==> config.mk <==
export PLATFORM = sky130hd
export DESIGN_NAME = sha256_compress
export DESIGN_NICKNAME = d
export VERILOG_FILES = /design/src/rtl/sha256_pkg.sv /design/src/rtl/sha256_round.sv /design/src/rtl/sha256_compress.sv
export SDC_FILE = /design/constraint.sdc
export NUM_CORES = 2
export LEC_CHECK = 0
export CAP_MARGIN = 30
export CORE_MARGIN = 5
export CORE_UTILIZATION = 56
export CTS_CLUSTER_DIAMETER = 100
export DETAILED_ROUTE_END_ITERATION = 8
export GPL_ROUTABILITY_DRIVEN = 0
export PLACE_DENSITY = 0.76
export SETUP_SLACK_MARGIN = 0.2
export SYNTH_ARGS = -nofsm -noshare
export SYNTH_HDL_FRONTEND = slang
export SYNTH_SLANG_ARGS = --single-unit
==> constraint.sdc <==
create_clock -name clock -period 25.3 [get_ports clock]
set_input_delay 5.06 -clock clock [delete_from_list [all_inputs] [get_ports clock]]
set_output_delay 5.06 -clock clock [all_outputs]
set_load 0.005 [all_outputs]
==> src/rtl/sha256_pkg.sv <==
// Shared SHA-256 constants, FSM encodings and round functions.
// Latency: none (package only).
// Backpressure: n/a.
package sha256_pkg;

  localparam int ROUNDS = 64;

  // Compression FSM encodings
  localparam logic [1:0] ST_IDLE  = 2'd0;
  localparam logic [1:0] ST_ROUND = 2'd1;
  localparam logic [1:0] ST_FINAL = 2'd2;

  // Eight 32-bit words a..h (or H0..H7); a / H0 sits in the top bits
  typedef struct packed {
    logic [31:0] a;
    logic [31:0] b;
    logic [31:0] c;
    logic [31:0] d;
    logic [31:0] e;
    logic [31:0] f;
    logic [31:0] g;
    logic [31:0] h;
  } work_t;

  // Initial hash value H0..H7
  localparam logic [255:0] IV = {
    32'h6a09e667, 32'hbb67ae85, 32'h3c6ef372, 32'ha54ff53a,
    32'h510e527f, 32'h9b05688c, 32'h1f83d9ab, 32'h5be0cd19
  };

  // Round constants K[0..63]
  localparam logic [31:0] K [0:63] = '{
    32'h428a2f98, 32'h71374491, 32'hb5c0fbcf, 32'he9b5dba5,
    32'h3956c25b, 32'h59f111f1, 32'h923f82a4, 32'hab1c5ed5,
    32'hd807aa98, 32'h12835b01, 32'h243185be, 32'h550c7dc3,
    32'h72be5d74, 32'h80deb1fe, 32'h9bdc06a7, 32'hc19bf174,
    32'he49b69c1, 32'hefbe4786, 32'h0fc19dc6, 32'h240ca1cc,
    32'h2de92c6f, 32'h4a7484aa, 32'h5cb0a9dc, 32'h76f988da,
    32'h983e5152, 32'ha831c66d, 32'hb00327c8, 32'hbf597fc7,
    32'hc6e00bf3, 32'hd5a79147, 32'h06ca6351, 32'h14292967,
    32'h27b70a85, 32'h2e1b2138, 32'h4d2c6dfc, 32'h53380d13,
    32'h650a7354, 32'h766a0abb, 32'h81c2c92e, 32'h92722c85,
    32'ha2bfe8a1, 32'ha81a664b, 32'hc24b8b70, 32'hc76c51a3,
    32'hd192e819, 32'hd6990624, 32'hf40e3585, 32'h106aa070,
    32'h19a4c116, 32'h1e376c08, 32'h2748774c, 32'h34b0bcb5,
    32'h391c0cb3, 32'h4ed8aa4a, 32'h5b9cca4f, 32'h682e6ff3,
    32'h748f82ee, 32'h78a5636f, 32'h84c87814, 32'h8cc70208,
    32'h90befffa, 32'ha4506ceb, 32'hbef9a3f7, 32'hc67178f2
  };

  // Rotate right by a constant amount (1..31)
  function automatic logic [31:0] rotr(input logic [31:0] x, input int n);
    return (x >> n) | (x << (32 - n));
  endfunction

  function automatic logic [31:0] big_sigma0(input logic [31:0] x);
    return rotr(x, 2) ^ rotr(x, 13) ^ rotr(x, 22);
  endfunction

  function automatic logic [31:0] big_sigma1(input logic [31:0] x);
    return rotr(x, 6) ^ rotr(x, 11) ^ rotr(x, 25);
  endfunction

  function automatic logic [31:0] ch(input logic [31:0] e, input logic [31:0] f,
                                     input logic [31:0] g);
    return (e & f) ^ (~e & g);
  endfunction

  function automatic logic [31:0] maj(input logic [31:0] a, input logic [31:0] b,
                                      input logic [31:0] c);
    return (a & b) ^ (a & c) ^ (b & c);
  endfunction

endpackage

==> src/rtl/sha256_round.sv <==
// One SHA-256 compression round: a..h, K, W -> next a..h.
// Latency: purely combinational.
// Backpressure: none; the caller decides when to register the result.
module sha256_round
  import sha256_pkg::*;
(
  input  logic [31:0] a,
  input  logic [31:0] b,
  input  logic [31:0] c,
  input  logic [31:0] d,
  input  logic [31:0] e,
  input  logic [31:0] f,
  input  logic [31:0] g,
  input  logic [31:0] h,
  input  logic [31:0] k,
  input  logic [31:0] w,
  output logic [31:0] next_a,
  output logic [31:0] next_b,
  output logic [31:0] next_c,
  output logic [31:0] next_d,
  output logic [31:0] next_e,
  output logic [31:0] next_f,
  output logic [31:0] next_g,
  output logic [31:0] next_h
);

  logic [31:0] t1;
  logic [31:0] t2;

  // Round temporaries and the a..h shift; all sums wrap modulo 2^32
  always_comb begin
    t1     = h + big_sigma1(e) + ch(e, f, g) + k + w;
    t2     = big_sigma0(a) + maj(a, b, c);
    next_a = t1 + t2;
    next_b = a;
    next_c = b;
    next_d = c;
    next_e = d + t1;
    next_f = e;
    next_g = f;
    next_h = g;
  end

endmodule

==> src/rtl/sha256_compress.sv <==
// SHA-256 compression: 64 rounds (one per accepted schedule word) plus feed-forward.
// Latency: start to digest_valid is 65 cycles, plus one per w_valid=0 cycle in ROUND.
// Backpressure: w_valid=0 stalls the round in place; start is ignored while busy.
module sha256_compress
  import sha256_pkg::*;
(
  input  logic         clock,
  input  logic         reset,
  input  logic         start,
  input  logic [255:0] hash_in,
  input  logic         w_valid,
  input  logic [31:0]  w_word,
  output logic [5:0]   w_index,
  output logic         busy,
  output logic [255:0] digest,
  output logic         digest_valid
);

  logic [1:0] state;
  logic [5:0] round_cnt;
  work_t      work;
  work_t      chain;
  work_t      next_work;
  work_t      feed_fwd;

  sha256_round u_round (
    .a      (work.a),
    .b      (work.b),
    .c      (work.c),
    .d      (work.d),
    .e      (work.e),
    .f      (work.f),
    .g      (work.g),
    .h      (work.h),
    .k      (K[round_cnt]),
    .w      (w_word),
    .next_a (next_work.a),
    .next_b (next_work.b),
    .next_c (next_work.c),
    .next_d (next_work.d),
    .next_e (next_work.e),
    .next_f (next_work.f),
    .next_g (next_work.g),
    .next_h (next_work.h)
  );

  // Feed-forward: add the block's working state onto its chaining value
  always_comb begin
    feed_fwd.a = chain.a + work.a;
    feed_fwd.b = chain.b + work.b;
    feed_fwd.c = chain.c + work.c;
    feed_fwd.d = chain.d + work.d;
    feed_fwd.e = chain.e + work.e;
    feed_fwd.f = chain.f + work.f;
    feed_fwd.g = chain.g + work.g;
    feed_fwd.h = chain.h + work.h;
  end

  // The counter wraps 63 -> 0 on the last round, so it is already 0 in FINAL
  // and IDLE and can drive the schedule stage's index directly.
  assign w_index = round_cnt;
  assign busy    = (state != ST_IDLE);

  // FSM, round counter and the working / chaining registers
  always_ff @(posedge clock) begin
    if (reset) begin
      state        <= ST_IDLE;
      round_cnt    <= 6'd0;
      work         <= '0;
      chain        <= '0;
      digest       <= '0;
      digest_valid <= 1'b0;
    end else begin
      digest_valid <= 1'b0;
      case (state)
        ST_IDLE: begin
          if (start) begin
            chain     <= work_t'(hash_in);
            work      <= work_t'(hash_in);
            round_cnt <= 6'd0;
            state     <= ST_ROUND;
          end
        end
        ST_ROUND: begin
          if (w_valid) begin
            work      <= next_work;
            round_cnt <= round_cnt + 6'd1;
            if (round_cnt == 6'(ROUNDS - 1)) begin
              state <= ST_FINAL;
            end
          end
        end
        ST_FINAL: begin
          digest       <= feed_fwd;
          digest_valid <= 1'b1;
          state        <= ST_IDLE;
        end
        default: begin
          state <= ST_IDLE;
        end
      endcase
    end
  end

endmodule

## Word-level counts from Yosys, hierarchy flattened

Memories as Yosys holds them, arrays and structs flattened.
Index checks and enable logic that the tools add are counted.
Widths: inputs -> output; s select.

- Flip-flop bits (word level): 777
- Bits in latches: 0
- Memory bits (writable): 0
- Bits in read-only memories: 2,048
- Input port bits: 292
- Output and inout bits: 264
- Memories kept: 1

Memories:

| memory | words | bits a word | rd ports | clocked after memory_dff | wr ports | RTL line | source |
|---|---|---|---|---|---|---|---|
| (no name shown) | 64 | 32 | 1 | 0 | 0 | sha256_compress.sv:35 | `.k (K[round_cnt]),` |

- Add/sub/neg operators: 16
- $mul: 0
- Div/mod/pow operators: 0
- Magnitude comparators: 1
- Eq/ne operators: 6
- Shift-type cells: 0
- Muxes and demuxes: 13
- Bitwise operators: 20
- Reduce and logical (&&, ||, !) cells: 6

Operators by type and width:

| cell | number |
|---|---|
| $mux 256 | 2 |
| $pmux 256 s2 | 1 |
| $add 32x32->32 | 15 |
| $xor 32x32->32 | 7 |
| $and 32x32->32 | 5 |
| $mux 32 | 2 |
| $not 32->32 | 1 |
| $or 10x32->32 | 1 |
| $or 19x32->32 | 1 |
| $or 21x32->32 | 1 |
| $or 26x32->32 | 1 |
| $or 30x32->32 | 1 |
| $or 7x32->32 | 1 |
| $mux 6 | 2 |
| $pmux 6 s2 | 1 |
| $ge 7x7->1 const B | 1 |
| $not 6->7 | 1 |
| $add 6x1->6 const B | 1 |
| $eq 6x6->1 const B | 1 |
| $mux 2 | 3 |
| $ne 2x2->1 const B | 3 |
| $reduce_and 3->1 | 2 |
| $pmux 2 s2 | 1 |
| $reduce_bool 2->1 | 2 |
| other kinds (5) | 5 |

## Depth between registers and ports, before layout

- Depth after elaboration: 10
- Mapped depth: 37
- Gate-level depth less buffers: 35

## Cells and area by module

Synthesis repeated with hierarchy kept, for this count alone.

- Cell total of the unflattened synthesis: 7,255
- Area total of the unflattened synthesis: 55,041.5 um2

Modules (own cells, without submodules):

| module | times used | cells each | area an instance (um2) | sequential area each (um2) |
|---|---|---|---|---|
| sha256_compress | 1 | 5,840 | 43,596.8 | 15,554.9 |
| sha256_round | 1 | 1,415 | 11,444.7 | 0.0 |

## Least setup slack after synthesis

Ideal clock, no wire load.

- Kind: input -> register
- From: input w_word[2]
- To: register work[254] (netlist bit)
- Library setup time: 86 ps
- Arrival: 11,633 ps
- Required time: 25,214 ps
- Setup slack: 13,582 ps
- Stages: 32
- Path buffers: 0
- Path through: inv_1 > fa_1 > inv_1 > fa_1 > inv_1 > fa_1 > inv_1 > ha_1 > a21o_1 > a21o_1 > a2111oi_0 > nor2_1 > o21ai_0 > nand2_1 > a21oi_1 > o21ai_0 > a21o_1 > a21oi_1 > xnor2_1 > fa_1 > ha_1 > a21oi_1 > o21ai_0 > a221o_1 > a21oi_1 > nor2_1 > a311o_1 > a41oi_2 > o21ai_1 > a21oi_1 > xor2_1 > a211oi_1

- Word-level cells in the longest chain between the ends: 4

RTL lines:

| element | RTL line | source |
|---|---|---|
| start: declaration | sha256_compress.sv:12 | `input logic [31:0] w_word,` |
| $add 32x32->32 | sha256_round.sv:32 | `t1 = h + big_sigma1(e) + ch(e, f, g) + k + w;` |
| $add 32x32->32 | sha256_round.sv:34 | `next_a = t1 + t2;` |
| $mux 256 | sha256_compress.sv:85 | `if (w_valid) begin` |
| $pmux 256 s2 | sha256_compress.sv:75 | `case (state)` |
| end signal: assignment | sha256_compress.sv:79 | `work <= work_t'(hash_in);` |
| end signal: assignment | sha256_compress.sv:86 | `work <= next_work;` |
| end: declaration | sha256_compress.sv:21 | `work_t work;` |

Every way passes these cells. The select of a mux whose other input is x is not followed.
A chain may end at the register's enable or synchronous reset.

## Worst setup path in the final report

- From: input w_word[2]
- To: register work[255] (netlist bit)

The elaborated chain is that of the path after synthesis.

==> metrics <==
final worst-path cycle share 49.2%; Reg2Reg Launch Point w_index[2]; syn avg cell area 7.64 µm²; Ports 556; CP max stage delay roughly 0.6 ns; slowest stage cell, crit path a2111oi_0; WP data required 25.87 ns; post-synthesis register bit count 777; FMAX 80.3 MHz; CTS max path bufs 3; Critical path origin w_word[2]; shortest period the worst path allows 12.45 ns; unrepaired setup endpoints after global routing false; Routed wire per std cell 24.0 µm; crit path DAT 13.02 ns; Synth Flop Type dfxtp_1; Core ar. 92900 µm²; most frequent cells in the layout nand2_1 (1518), a21oi_1 (785), dfxtp_1 (772); vias in the first global route between 40k and 50k; worst r2r path cells 34; DRT iter0 DRCs between 6k and 7k; cells after synthesis 6825; first-pass GRT wire length between 200 and 300 mm; hpwl dp roughly 150 mm; yosys warns 0; Skew-Pair Late Insertion Delay slightly below 0.7 ns; FFs w/ async S/R, synth 0%; IO Port Bufs 555; setup violators final 0; Cell Rows 112; drt drc 0; r2r setup slk 15.42 ns; TritonCTS Buffers 88; GRT busiest layer met2; GRT met2 Usage about 61%; post-CTS sizing 0; hold path startpoint digest[200]; effective utilization at floorplan a little under three fifths; max_slew headroom about a quarter; Unique masters post-synth 79; Hold Buf Count CTS 0; met3 Use GR 9.75%; Hold Fails Final Rpt 0; die area about 99000 µm²; DRT antenna net count 0; CP Max Fanout 5; initial antenna violation count 20; CTS tree yes; # H-tree levels 3; CP Capture Type register; global routing usage on met1 45.0%; Post-synth EDFFs 0; Mapped Area 52200 µm²; xor-xnor portion of the synthesized cell area around 7%; R2R Path End work[255]; nets@finish between 7k and 8k; commonest non-fill, non-tap cell in the layout nand2_1; share of cells above drive strength 1 3.78%; # clock sinks 777; Clk pin slew, worst setup/hold paths 0.07 ns; DR vias 52.6k; max_cap viols 0; clock root cell clkbuf_16; pin count of the biggest net entering global routing 258; sum of negative setup slack 0 ns; multiplexer share of the synthesized area 1.18%; post-synthesis simple-gate area fraction 18.4%; DR pass1 iterations 7; width of the die 315 µm; Tot GR Track Use 38.7%; Slew @ Worst Pin ~1.2 ns; Post-CTS Setup Bufs 0; area share of fa/ha/maj cells after synthesis 14.3%; Crit Path Class input port to register; Compound-Gate Fraction of Synth Area between 20% and 30%; Vias per Instance 6.25; final clock skew 0.0405 ns; register area share after synthesis 29.8%; worst min-delay path class register to register; GRT Residual Overflow 0; Worst Setup Start Kind input port; Routed WL 202 mm; main combinational cell family by area after synthesis compound AO/OA/AOI/OAI gates; worst hold path cell count 2; chip height 315 µm; run status finished, final reports clean; Net Count, Synth 7616; Area growth syn-to-layout 17.5%; Hold EP digest[200]; fin. max-slew vios 0
[flip-flops by register name, summed over array words and instances, names as in the netlist]
name	cells
w_index	6
state	2
chain	256
digest	256
digest_valid	1
work	256
[synth_stat cells, types with 12 or more instances]
library cell     n  share of area [%]
nor2_1         428                3.1
and3_1          33               0.40
a211oi_1        64               0.92
fa_1           135                5.2
a311oi_1       207                3.5
maj3_1          22               0.42
o22ai_1         12               0.14
nor2b_1         49               0.59
xor2_1         144                2.4
nand3b_1        14               0.20
inv_1          336                2.4
nand2b_1        50               0.60
mux2i_1         12               0.23
a21boi_0        22               0.32
o221ai_1        54               0.91
o21ai_0        304                2.9
a31oi_1         39               0.47
clkbuf_1       420                3.0
nor3_1          71               0.68
o31ai_1         21               0.30
mux2_2          30               0.65
xnor2_1        273                4.6
a21o_1         192                2.8
dfxtp_1        777                 30
nand2_1       1520                 11
a211o_1         20               0.34
o21bai_1        34               0.49
o211ai_1        35               0.50
a21oi_1        785                7.5
and2_1          19               0.23
buf_1           27               0.19
nand3_1         65               0.62
o21a_1          40               0.58
or3_1           31               0.37
ha_1           364                8.7
nand4_1         21               0.25
[worst max-delay path: cells and delay by family]
family                   cells  cell delay (ns)
AND/OR/NAND/NOR              5             0.49
adder cells (fa/ha/maj)      6             2.64
AO/OA/AOI/OAI               15             3.67
XOR/XNOR                     2             0.32
buffers and inverters        5             0.82
[metal layers]
layer	part of all wire, %	routed length, µm	vias up
met5	0.014	29	-
met1	35	71300	24371
met3	11	22300	962
met2	44	88800	3211
met4	9.8	19800	4
li1	-	-	24067
[stage by stage]
stage	utilization [%]	hold WS (ns)	area (µm²)	std cells	setup slack, ns
2_1_floorplan	-	0.441	52200	6825	13.58
3_3_place_gp	62.5	0.435	58100	8235	12.36
3_5_place_dp	62.5	0.441	58100	8236	12.34
4_1_cts	65.9	0.451	61200	8398	13.00
5_1_grt	66.0	0.466	61300	8414	12.31
6_report	66.0	0.448	61300	8418	12.85
[how the worst max path moves through the flow]
stage,endpoint,slack (ns),cells after the start
CTS,work[254],13.00,33
floorplan,work[254],13.58,32
detailed placement,work[254],12.34,33
finish,work[255],12.85,33
global placement,work[255],12.36,33
global route,work[254],12.31,33
[final cells by class]
type	count	area, µm²
clock buffer	130	2630
tap	1254	1570
multi-input combinational	5260	33700
timing repair buffer	610	6050
inverter	337	1260
clock inverter	32	493
sequential	777	15600
fill	8030	31600
antenna	18	45.0
[cells by family after synthesis]
group                      Yosys count
DFF                                777
AOI/OAI and AO/OA                 1941
buffers and inverters              788
muxes                               49
and+or+nand+nor                   2332
xor gates and xnor gates           417
adders and majority gates          521
Power is left out: the tool's default activity adds up to more than one toggle a clock period on the data nets, which glitch-free logic cannot reach.
